==> config.mk <==
export PLATFORM = sky130hd
export DESIGN_NAME = prio_arbiter_rr
export DESIGN_NICKNAME = d
export VERILOG_FILES = /design/src/rtl/prio_arbiter_rr_pkg.sv /design/src/rtl/prio_arbiter_rr_pick.sv /design/src/rtl/prio_arbiter_rr.sv
export SDC_FILE = /design/constraint.sdc
export NUM_CORES = 1
export LEC_CHECK = 0
export CORE_MARGIN = 1.5
export CORE_UTILIZATION = 50
export DETAILED_ROUTE_END_ITERATION = 8
export GPL_TIMING_DRIVEN = 0
export PLACE_DENSITY_LB_ADDON = 0.15
export REMOVE_ABC_BUFFERS = 1
export SLEW_MARGIN = 15
export SYNTH_ARGS = -nofsm -noshare
export SYNTH_HDL_FRONTEND = slang
export SYNTH_HIERARCHICAL = 1
export SYNTH_SLANG_ARGS = --single-unit
==> constraint.sdc <==
create_clock -name clk -period 3.8 [get_ports clk]
set_input_delay 0.76 -clock clk [delete_from_list [all_inputs] [get_ports clk]]
set_output_delay 0.76 -clock clk [all_outputs]
set_load 0.02 [all_outputs]
==> src/rtl/prio_arbiter_rr_pkg.sv <==
// Shared constants and helpers for the priority / round-robin arbiter.
package prio_pkg;
  localparam logic MODE_FIXED = 1'b0;
  localparam logic MODE_RR    = 1'b1;

  function automatic int clog2(input int v);
    int r;
    r = 0;
    while ((1 << r) < v) r++;
    return r;
  endfunction

  // Vectors up to 64 bits; callers zero-extend.
  function automatic logic multi_hot(input logic [63:0] v);
    return (v & (v - 64'd1)) != 64'd0;
  endfunction
endpackage

==> src/rtl/prio_arbiter_rr_pick.sv <==
// Highest-set-bit finder; a bit-reversed input turns it into a lowest-set-bit finder.
module prio_pick
  import prio_pkg::*;
#(
  parameter  int WIDTH = 8,
  localparam int IDX_W = clog2(WIDTH)
) (
  input  logic [WIDTH-1:0] vec,
  output logic [IDX_W-1:0] idx,
  output logic             found
);
  always_comb begin
    idx   = '0;
    found = 1'b0;
    for (int i = 0; i < WIDTH; i++) begin
      if (vec[i]) begin
        idx   = IDX_W'(i);
        found = 1'b1;
      end
    end
  end
endmodule

==> src/rtl/prio_arbiter_rr.sv <==
// Sticky-pending request arbiter, fixed highest-index or round-robin, one grant per
// cycle on a valid/ready port, with a saturating collision counter.
module prio_arbiter_rr
  import prio_pkg::*;
#(
  parameter  int WIDTH = 8,
  parameter  int CNT_W = 8,
  localparam int IDX_W = clog2(WIDTH)
) (
  input  logic             clk,
  input  logic             rst,
  input  logic [WIDTH-1:0] req_in,
  input  logic             cap_en,
  input  logic             mode,
  output logic             out_valid,
  input  logic             out_ready,
  output logic [IDX_W-1:0] out_idx,
  output logic [WIDTH-1:0] out_onehot,
  output logic             out_multi,
  output logic [CNT_W-1:0] drop_cnt
);
  logic [WIDTH-1:0] pend;
  logic [IDX_W-1:0] rr_ptr;

  logic [WIDTH-1:0] hi_mask, pend_rev, msk_rev;
  logic [IDX_W-1:0] fix_idx, msk_ridx, wrap_ridx, rr_idx, sel_idx;
  logic             fix_found, msk_found, wrap_found;
  logic             free, sel;
  logic [WIDTH-1:0] gnt_mask, cap, collide;

  // Bits strictly above rr_ptr are searched first; reversal makes the pickers find the lowest.
  always_comb begin
    hi_mask  = '0;
    pend_rev = '0;
    msk_rev  = '0;
    for (int i = 0; i < WIDTH; i++) begin
      hi_mask[i]            = IDX_W'(i) > rr_ptr;
      pend_rev[WIDTH-1-i]   = pend[i];
      msk_rev[WIDTH-1-i]    = pend[i] & hi_mask[i];
    end
  end

  prio_pick #(.WIDTH(WIDTH)) u_fix  (.vec(pend),     .idx(fix_idx),   .found(fix_found));
  prio_pick #(.WIDTH(WIDTH)) u_msk  (.vec(msk_rev),  .idx(msk_ridx),  .found(msk_found));
  prio_pick #(.WIDTH(WIDTH)) u_wrap (.vec(pend_rev), .idx(wrap_ridx), .found(wrap_found));

  always_comb begin
    rr_idx   = msk_found ? IDX_W'(WIDTH-1) - msk_ridx : IDX_W'(WIDTH-1) - wrap_ridx;
    sel_idx  = (mode == MODE_RR) ? rr_idx : fix_idx;
    free     = !out_valid || out_ready;
    sel      = free && ((mode == MODE_RR) ? wrap_found : fix_found);
    gnt_mask = sel ? (WIDTH'(1) << sel_idx) : '0;
    cap      = cap_en ? req_in : '0;
    collide  = cap & pend & ~gnt_mask;
  end

  always_ff @(posedge clk) begin
    if (rst) begin
      pend       <= '0;
      out_valid  <= 1'b0;
      out_idx    <= '0;
      out_onehot <= '0;
      out_multi  <= 1'b0;
      drop_cnt   <= '0;
      rr_ptr     <= IDX_W'(WIDTH-1);
    end else begin
      // Capture is OR-ed after the clear so a re-request on the grant edge stays pending.
      pend <= (pend & ~gnt_mask) | cap;
      if (sel) begin
        out_valid  <= 1'b1;
        out_idx    <= sel_idx;
        out_onehot <= gnt_mask;
        out_multi  <= multi_hot(64'(pend));
        if (mode == MODE_RR) rr_ptr <= sel_idx;
      end else if (free) begin
        out_valid <= 1'b0;
      end
      if (|collide && drop_cnt != '1) drop_cnt <= drop_cnt + CNT_W'(1);
    end
  end
endmodule

== Yosys cells after proc, flatten, opt, wreduce, memory -nomap -nowiden ==
Index checks and enable logic that the tools add are counted.

* Register bits: 32
* Word-level logic and storage cells: 95
* Output and inout bits: 21
* Bits of input ports: 13

* $add $sub $neg: 4
* Mux-type cells: 52
* Shifts and indexed selects: 1
* Bitwise operators: 14
* Order comparisons: 8
* Reductions and logical operators: 8
* Equal/unequal tests: 1

{| class="wikitable"
|+ Operators with widths
! kind !! number
|-
| bitwise AND 8 x 64 -> 64 bit || 1
|-
| nonzero test 64 bit || 1
|-
| two-way mux 3 bit || 14
|-
| two-way mux 1 bit || 30
|-
| bitwise AND 8 bit || 3
|-
| two-way mux 8 bit || 2
|-
| greater-than comparator 3 bit, first input constant || 4
|-
| two-way mux 2 bit || 6
|-
| subtractor 8 x 1 -> 9 bit, second input constant || 1
|-
| adder 8 x 1 -> 8 bit, second input constant || 1
|-
| bitwise AND 1 bit || 8
|-
| inequality test 8 bit, second input constant || 1
|-
| inverter 8 bit || 1
|-
| bitwise OR 8 bit || 1
|-
| OR reduction 8 bit || 1
|-
| left shift 1 x 3 -> 8 bit, first input constant || 1
|-
| greater-than comparator 1 x 3 -> 1 bit, first input constant || 2
|-
| greater-than comparator 2 x 3 -> 1 bit, first input constant || 2
|-
| subtractor 3 bit, first input constant || 2
|-
| logical AND 1 bit || 2
|-
| AND reduction 2 bit || 1
|-
| nonzero test 2 bit || 1
|-
| logical NOT 1 bit || 1
|-
| logical OR 1 bit || 1
|}

== Logic depth before layout (Yosys ltp) ==
Gate-level depths: netlist (run 1).

* Depth after elaboration: 18
* Mapped depth: 13
* Mapped depth without buffers: 13

== Modules after synthesis ==
Netlist (run 1), hierarchy kept.

{| class="wikitable"
|+ By module, submodules not included
! module !! cells an instance !! instances !! seq. area each (µm²) !! area an instance (µm²)
|-
| prio_arbiter_rr || 183 || 1 || 640.6 || 1659.1
|-
| prio_pick || 12 || 3 || 0.0 || 57.6
|}

== Worst setup path after synthesis (run 1) ==
No wires, ideal clock.

* Kind: register -> register
* Start point: register pend[1]
* End point: register drop_cnt[1]
* Period minus slack after synthesis: 2.997 ns
* Data arrival time: 2.872 ns
* Buffers on the path: 0
* Library setup time: 0.125 ns
* Cell stages (with the launch flop): 12
* Slack: 0.803 ns
* Data required time: 3.675 ns
* Cell sequence: dfxtp_1 nor4b_1 nor2_1 nand4_1 mux2_4 mux2_4 o41ai_4 a2bb2oi_2 nand3_2 o21ai_4 mux2i_1 nor2_1

* Elaborated cells between the ends (all ways): 36
* Those cells by class: 2 x add/sub; 1 x shift; 26 x mux; 4 x bitwise; 3 x reduce/logical

{| class="wikitable"
|+ RTL lines
! item !! RTL line !! text
|-
| from (decl) || prio_arbiter_rr.sv:22 || <nowiki>logic [WIDTH-1:0] pend;</nowiki>
|-
| from (signal assigned) || prio_arbiter_rr.sv:68 || <nowiki>pend <= (pend & ~gnt_mask) | cap;</nowiki>
|-
| bitwise AND 1 bit || prio_arbiter_rr.sv:39 || <nowiki>msk_rev[WIDTH-1-i] = pend[i] & hi_mask[i];</nowiki>
|-
| named net msk_rev[6] || prio_arbiter_rr.sv:25 || <nowiki>logic [WIDTH-1:0] hi_mask, pend_rev, msk_rev;</nowiki>
|-
| two-way mux 1 bit (2 in a row) || prio_arbiter_rr_pick.sv:16 || <nowiki>if (vec[i]) begin</nowiki>
|-
| named net msk_found || prio_arbiter_rr.sv:27 || <nowiki>logic fix_found, msk_found, wrap_found;</nowiki>
|-
| two-way mux 3 bit || prio_arbiter_rr.sv:48 || <nowiki>rr_idx = msk_found ? IDX_W'(WIDTH-1) - msk_ridx : IDX_W'(WIDTH-1) - wrap_ridx;</nowiki>
|-
| two-way mux 3 bit || prio_arbiter_rr.sv:49 || <nowiki>sel_idx = (mode == MODE_RR) ? rr_idx : fix_idx;</nowiki>
|-
| left shift 1 x 3 -> 8 bit || prio_arbiter_rr.sv:52 || <nowiki>gnt_mask = sel ? (WIDTH'(1) << sel_idx) : '0;</nowiki>
|-
| two-way mux 8 bit || prio_arbiter_rr.sv:52 ||
|-
| inverter 8 bit || prio_arbiter_rr.sv:54 || <nowiki>collide = cap & pend & ~gnt_mask;</nowiki>
|-
| bitwise AND 8 bit || prio_arbiter_rr.sv:54 ||
|-
| OR reduction 8 bit || prio_arbiter_rr.sv:78 || <nowiki>if (|collide && drop_cnt != '1) drop_cnt <= drop_cnt + CNT_W'(1);</nowiki>
|-
| logical AND 1 bit || prio_arbiter_rr.sv:78 ||
|-
| to (signal assigned) || prio_arbiter_rr.sv:78 ||
|-
| to (decl) || prio_arbiter_rr.sv:20 || <nowiki>output logic [CNT_W-1:0] drop_cnt</nowiki>
|}

The timed path passes the listed nets, and every way through them passes these cells.
A chain may end at the register's enable or synchronous reset.

== Worst setup path in the final report (run 1) ==
Same ends and word-level chain as after synthesis.

==> PnR_summary.wiki, run 1 <==
{| class="wikitable"
! Metric !! Value
|-
| Weighted congestion reported at the end of routability-driven placement || approximately 0.78
|-
| Worst setup path category || register to register
|-
| Fraction of layout instances using a drive strength above 1 || under 10%
|-
| Area share of the leading cell type in the synthesized netlist || between 30% and 40%
|-
| Total die area || 0.00404 mm²
|-
| Number of nets at the end of the flow || roughly 270
|-
| Slew at the pin with the worst max-slew slack || about 0.74 ns
|-
| Number of distinct library cells after synthesis || 51
|-
| Number of global-route vias before repair || about 1,500
|-
| Core Region || about 0.0034 mm²
|-
| Areal power density over the cells || 421 mW/mm²
|-
| Count of antenna-violating nets left after detailed routing || 0
|-
| Via density per instance || 5.81
|-
| CTS tree || built
|-
| Number of hold-slack violations in the final timing report || 0
|-
| Number of synthesis warnings || 6
|-
| Result of the run || completed
|-
| Type of the tightest min-delay check || register to register
|-
| Met2 wire length || around 1900 µm
|-
| Clock net sink count || 32
|-
| Max_slew headroom || around 51%
|-
| Max Clk Rate || slightly below 300 MHz
|-
| Maximum resistive drop on vdd || 0.252 mV
|-
| Critical Path Sink Type || register
|-
| Final cell area excluding filler cells || about 0.0022 mm²
|-
| Required time worst endpoint || about 4.0 ns
|-
| Uppermost signal routing layer after detailed routing || met4
|-
| Critical-path maximum fanout || 11
|-
| Global-route wire length before repair || roughly 7000 µm
|-
| Post-CTS resize count || 0
|-
| Port Buffer Count || 33
|-
| Max Cap Viol || 0
|-
| Number of endpoints failing setup at the final stage || 0
|-
| Placed wire-length estimate || roughly 2900 µm
|-
| Standard-cell rows || 21
|-
| Combined area of all synthesized cells || between 0.0015 and 0.002 mm²
|-
| Final setup TNS || 0 ns
|-
| Clock period minus final worst setup slack || 3.46 ns
|-
| Cell at the root of the clock tree || clkbuf_4
|-
| Synthesized area per cell || 8.36 µm²
|-
| Total CTS buffers || 5
|-
| Fill cell count || 310
|-
| DR iter-0 viols || between 100 and 150
|-
| Clock insertion delay at the later pin of the skew report || 0.34 ns
|-
| Maximum number of pins on one net before global-route repair || 33
|-
| Worst setup SP type || register
|-
| Floorplan die height || ~64 µm
|-
| Routed wire length || approximately 4100 µm
|-
| Wire length on met1 || approximately 1900 µm
|-
| Top area cells in the synthesized netlist || dfxtp_1 (35%), nor2_1 (6.8%), a21oi_1 (5.7%)
|-
| CTS Hold Bufs || 0
|-
| Boundary pin count || 34
|-
| H-Tree Depth || 2
|-
| Synthesis-stage register bit count || 32
|-
| Diode count || 0
|-
| Cell area after placement || approximately 0.0022 mm²
|-
| Register area share after synthesis || 35.0%
|-
| Top FF cell, synth || dfxtp_1
|-
| Global routing usage summed across all routing layers || a little over a fifth
|-
| LEAKAGE || 0.832 nW
|-
| Maximum clock path buffer count || 2
|-
| Period utilization || 91.2%
|-
| Total number of vias || approximately 1,700
|-
| Routed length on met3 || between 200 and 250 µm
|-
| Clock skew after layout || between 0.01 and 0.015 ns
|-
| Reg clk slew, reported paths || around 0.10 ns
|-
| CP arrival || between 3 and 4 ns
|-
| Setup repair after global routing missed its margin || no
|-
| Cell type with the highest aggregate area in the netlist || dfxtp_1
|-
| Share of synthesized registers carrying an async set or reset || 0%
|-
| Count of pins over their slew limit || 0
|-
| Horiz. Die Dim || 63.5 µm
|-
| Total grt overflow || 0
|-
| Relative area change from synthesis to final layout || 21.9%
|-
| Gate count of the mapped netlist || 219
|-
| Antenna violations before repair || 0
|-
| Final routed wire length divided by cell count || 13.7 µm
|-
| First-pass iteration count of the detailed router || 4
|-
| Setup fix buffers added after clock tree synthesis || 0
|-
| DRC violation count after routing || 0
|-
| Initial core utilization || 53.6%
|-
| Number of synthesized flops with an enable pin || 0
|}
-- per-layer routing --
metal	track usage, %	vias to the layer above
li1	-	869
met1	26.9	813
met2	35.1	53
met3	5.71	7
met4	7.07	0
met5	0	-
-- critical path: stages, from the launching register on --
cell and delay [ns]:
dfxtp_1 0.54, nor4b_1 0.46, nor2_1 0.16, nand4_1 0.21, mux2_4 0.36, a2111oi_2 0.45
nand3_1 0.23, a2bb2oi_2 0.20, nand3_2 0.13, o21ai_4 0.31, mux2i_1 0.22, nor2_1 0.05
-- worst paths after layout --
| path | start | end | slack (ns) | depth (start not counted) |
|---|---|---|---|---|
| setup / recovery | pend[1] | drop_cnt[1] | 0.34 | 11 |
| hold / removal | out_onehot[0] | out_onehot[0] | 0.46 | 2 |
| setup reg to reg | pend[1] | drop_cnt[1] | 0.34 | 11 |
| hold reg to reg | out_onehot[0] | out_onehot[0] | 0.46 | 2 |
-- logic make-up after synthesis --
group,after synthesis,share of synthesized area [%]
compound gates,63,24.8
xor+xnor,2,0.956
fa+ha+maj,1,0.683
buf+inv,18,5.67
flops,32,35.0
mux,12,7.92
other cells,1,0.205
simple gates,90,24.8
-- sequential cells by signal, indices dropped and copies added (netlist names) --
signal and cells:
drop_cnt 8, out_onehot 8, pend 8, out_idx 3, rr_ptr 3, out_multi 1, out_valid 1
-- cell type report --
class	instances	area (µm²)	share of cell area, %
tap	46	57.6	2.58
sequential	32	641	28.7
timing repair buffer	33	325	14.6
inverter	11	41.3	1.85
multi-input combinational	170	1090	48.9
clock buffer	6	41.3	1.85
clock inverter	2	35.0	1.57
-- synthesized netlist by cell type (3+ instances only) --
library cell / count
nor2_1: 33
mux2i_1: 6
o21ai_1: 4
a211oi_1: 3
nand2_1: 13
o21ai_0: 4
nand3_1: 9
or3_1: 5
and3_1: 3
o31ai_1: 6
mux2_4: 4
a22oi_1: 7
a21oi_1: 21
inv_1: 8
clkinv_1: 3
clkbuf_1: 3
clkbuf_8: 3
nand4_1: 10
and3_2: 3
dfxtp_1: 32
-- where the power goes --
group	internal (W)	switching [W]	total [W]
clock	0.000138	0.000114	0.000252
sequential	0.000366	0.0000374	0.000403
combinational	0.000125	0.000160	0.000285
-- through the flow --
stage | worst slack (ns) | power, W | hold WS [ns] | utilization [%] | std cells
finish | 0.335 | 0.000940 | 0.456 | 65.3 | 300
floorplan | 0.814 | 0.000592 | 0.515 | - | 213
CTS | 0.320 | 0.000948 | 0.460 | 65.5 | 300
global placement | 0.0363 | 0.000690 | 0.441 | 63.3 | 292
detailed placement | 0.00756 | 0.000695 | 0.447 | 63.3 | 292
global route | 0.0432 | 0.000998 | 0.496 | 65.3 | 300
-- layout by cell type, fill, tap and decap left out, types with 3 or more instances in the layout --
cell / count
a211oi_1: 3
o31ai_1: 6
or3_1: 5
mux2_4: 4
o21ai_0: 4
dfxtp_1: 32
a21oi_1: 21
nand4_1: 10
nor2_1: 33
clkdlybuf4s50_1: 32
clkinv_1: 3
o21ai_1: 4
inv_1: 8
a22oi_1: 7
mux2i_1: 6
and3_2: 3
nand2_1: 13
and3_1: 3
clkbuf_4: 5
nand3_1: 9
No activity file was read; power rests on OpenSTA's default activity.
==> run 2, diff against run 1 <==
- PLACE_DENSITY: not set -> 0.82
- PLACE_DENSITY_LB_ADDON: 0.15 -> not set
==> run 2 against run 1 <==
  * Via count decreased by 0.29%
  * Routed wire length increased by 2.3%
  * First-iteration DRC count decreased by 1.9%
==> PnR_summary.wiki, run 2 (synthesis results as in run 1) <==
{| class="wikitable"
! Metric !! Value
|-
| Slew at the pin with the worst max-slew slack || 1.13 ns (was 0.737 ns)
|-
| Fraction of layout instances using a drive strength above 1 || 9.45% (unchanged)
|-
| Required time worst endpoint || 4.00 ns (about the same)
|-
| Crit Reg-Reg Startpoint || pend[1] (unchanged)
|-
| Result of the run || completed (unchanged)
|-
| Placed wire-length estimate || 2960 µm (was 2900 µm)
|-
| Routed wire length || 4200 µm (was 4100 µm)
|-
| Cell count after placement || 292 (unchanged)
|-
| List of cells traversed by the critical path || nor4b_1 -> nor2_1 -> nand4_1 -> mux2_4 -> a2111oi_2 -> nand3_1 -> a2bb2oi_2 -> nand3_2 -> o21ai_4 -> mux2i_1 -> nor2_1 (unchanged)
|-
| Clock net sink count || 32 (unchanged)
|-
| Max Clk Rate || 288 MHz (was 289 MHz)
|-
| Critical Path Sink Type || register (unchanged)
|-
| Register area || 641 µm² (unchanged)
|-
| Core Region || 0.00342 mm² (unchanged)
|-
| LEAKAGE || 0.825 nW (was 0.832 nW)
|-
| Final cell area excluding filler cells || 0.00222 mm² (was 0.00223 mm²)
|-
| Type of the tightest min-delay check || register to register (unchanged)
|-
| Diode count || 0 (unchanged)
|-
| Number of endpoints failing setup at the final stage || 0 (unchanged)
|-
| Relative area change from synthesis to final layout || 21.0% (was 21.9%)
|-
| Setup repair after global routing missed its margin || no (unchanged)
|-
| Areal power density over the cells || 402 mW/mm² (was 421 mW/mm²)
|-
| Number of nets at the end of the flow || 267 (unchanged)
|-
| Reg clk slew, reported paths || 0.11 ns (was 0.10 ns)
|-
| Cell at the root of the clock tree || clkbuf_4 (unchanged)
|-
| CP arrival || 3.68 ns (was 3.67 ns)
|-
| Top delay family on crit path || simple AND/OR/NAND/NOR gates (unchanged)
|-
| End-of-flow core utilization || 64.9% (was 65.3%)
|-
| Post-route non-filler standard cell count || 300 (unchanged)
|-
| Worst hold path depth || 2 (unchanged)
|-
| Global routing usage summed across all routing layers || 22.3% (was 21.3%)
|-
| Switching share of total power || 36.8% (was 33.1%)
|-
| Commonest cells after routing, fill and taps aside || nor2_1 (33), clkdlybuf4s50_1 (33), dfxtp_1 (32), a21oi_1 (21), nand2_1 (13) (was nor2_1 (33), dfxtp_1 (32), clkdlybuf4s50_1 (32), a21oi_1 (21), nand2_1 (13))
|-
| DP Worst Slack || 0.0182 ns (was 0.00756 ns)
|-
| First element of the critical path || pend[1] (unchanged)
|-
| Final setup TNS || 0 ns (unchanged)
|-
| Number of buffer and inverter stages on the critical path || 0 (unchanged)
|-
| Critical-path maximum fanout || 11 (unchanged)
|-
| Slowest cell on the critical path || dfxtp_1 (unchanged)
|-
| Final setup margin || 0.325 ns (was 0.335 ns)
|-
| Cell area after placement || 0.00216 mm² (unchanged)
|-
| Max Cap Viol || 0 (unchanged)
|-
| Post-CTS resize count || 0 (unchanged)
|-
| Antenna violations before repair || 0 (unchanged)
|-
| Path length in cells of the critical path || 11 (unchanged)
|-
| Worst setup path category || register to register (unchanged)
|-
| Maximum resistive drop on vdd || 0.240 mV (was 0.252 mV)
|-
| Maximum clock path buffer count || 2 (unchanged)
|-
| Startpoint of the tightest hold check path || out_onehot[5] (was out_onehot[0])
|-
| Floorplan die height || 63.5 µm (unchanged)
|-
| Fill cell count || 309 (was 310)
|-
| First-pass iteration count of the detailed router || 4 (unchanged)
|-
| Boundary pin count || 34 (unchanged)
|-
| Clock Power Share || 22.6% (was 26.8%)
|-
| Clock insertion delay at the later pin of the skew report || 0.35 ns (was 0.34 ns)
|-
| Longest individual stage delay on the worst path || 0.55 ns (was 0.54 ns)
|-
| Sequential Power Share || 45.3% (was 42.9%)
|-
| Maximum number of pins on one net before global-route repair || 33 (unchanged)
|-
| H-Tree Depth || 2 (unchanged)
|-
| Global-route wire length before repair || 7230 µm (was 6890 µm)
|-
| DR iter-0 viols || 106 (was 108)
|-
| Total grt overflow || 0 (unchanged)
|-
| Number of global-route vias before repair || 1,573 (was 1,515)
|-
| Standard-cell rows || 21 (unchanged)
|-
| Clock skew after layout || 0.00701 ns (was 0.0110 ns)
|-
| Net switching power || 0.000328 W (was 0.000312 W)
|-
| Weighted congestion reported at the end of routability-driven placement || 0.809 (was 0.778)
|-
| Port Buffer Count || 33 (unchanged)
|-
| Total CTS buffers || 5 (unchanged)
|-
| Reg2Reg Depth || 11 (unchanged)
|-
| Total die area || 0.00404 mm² (unchanged)
|-
| Worst setup SP type || register (unchanged)
|-
| Via density per instance || 5.79 (was 5.81)
|-
| Period utilization || 91.4% (was 91.2%)
|-
| Horiz. Die Dim || 63.5 µm (unchanged)
|-
| Final routed wire length divided by cell count || 14.0 µm (was 13.7 µm)
|-
| Clock period minus final worst setup slack || 3.47 ns (was 3.46 ns)
|-
| CTS Hold Bufs || 0 (unchanged)
|-
| Setup fix buffers added after clock tree synthesis || 0 (unchanged)
|-
| Registers with the highest flip-flop counts || drop_cnt: 8 flops, out_onehot: 8 flops, pend: 8 flops (unchanged)
|-
| Area taken by multi-input logic gates || 0.00109 mm² (unchanged)
|-
| Most Frequent Cell on Critical Path || nor2_1 (unchanged)
|-
| Count of pins over their slew limit || 0 (unchanged)
|-
| DRC violation count after routing || 0 (unchanged)
|-
| Initial core utilization || 53.6% (unchanged)
|-
| Number of hold-slack violations in the final timing report || 0 (unchanged)
|-
| Count of antenna-violating nets left after detailed routing || 0 (unchanged)
|-
| Gate power share || 32.0% (was 30.3%)
|-
| Total internal power || 0.000563 W (was 0.000629 W)
|-
| CTS tree || built (unchanged)
|-
| Total number of vias || 1,737 (was 1,742)
|-
| Max_slew headroom || 24.4% (was 50.7%)
|}
==> run 2: changes by cell type in the layout (fill, tap and decap cells not counted) <==
cell	change
clkbuf_1	-1
clkinv_4	+1
buf_2	-1
clkinv_2	+1
bufinv_16	-1
clkdlybuf4s50_1	+1
==> run 2: final timing paths <==
check	to	slack, ns
setup / recovery	drop_cnt[1]	0.33
setup reg to reg	drop_cnt[1]	0.33
hold / removal	out_onehot[5]	0.46
hold reg to reg	out_onehot[5]	0.46
==> run 2: layer usage <==
metal / wire length (µm) / vias to the layer above / GRT usage [%]
li1: - / 880 / -
met1: 1980 / 804 / 29.3
met2: 1940 / 48 / 35.4
met3: 222 / 5 / 5.36
met4: 50 / 0 / 8.42
met5: 0 / - / 0
==> run 2: power by group through the flow <==
stage                     Clock, W  Sequential [W]  Combinational, W
final                     0.000202        0.000404          0.000285
after global routing      0.000225        0.000409          0.000311
after CTS                 0.000205        0.000403          0.000285
after detailed placement         0        0.000411          0.000283
after global placement           0        0.000409          0.000279
after floorplan                  0        0.000427          0.000165
==> run 2: worst reg2reg max path, delay by kind of cell, from the launching register on <==
family          cells  cell delay, ns
simple gates        6            1.30
mux                 2            0.58
compound gates      3            0.92
flops               1            0.55
==> run 2: per-stage QoR <==
step                      hold slack (ns)  total power (W)
after CTS                           0.464         0.000892
after detailed placement            0.448         0.000694
after global routing                0.483         0.000945
after global placement              0.444         0.000688
after floorplan                     0.515         0.000592
final                               0.462         0.000891
==> run 2: final cells by class <==
class | instances | area share, %
multi-input combinational | 170 | 49.2
sequential | 32 | 28.9
clock inverter | 3 | 0.846
timing repair buffer | 33 | 14.9
tap | 46 | 2.60
inverter | 11 | 1.86
clock buffer | 5 | 1.69
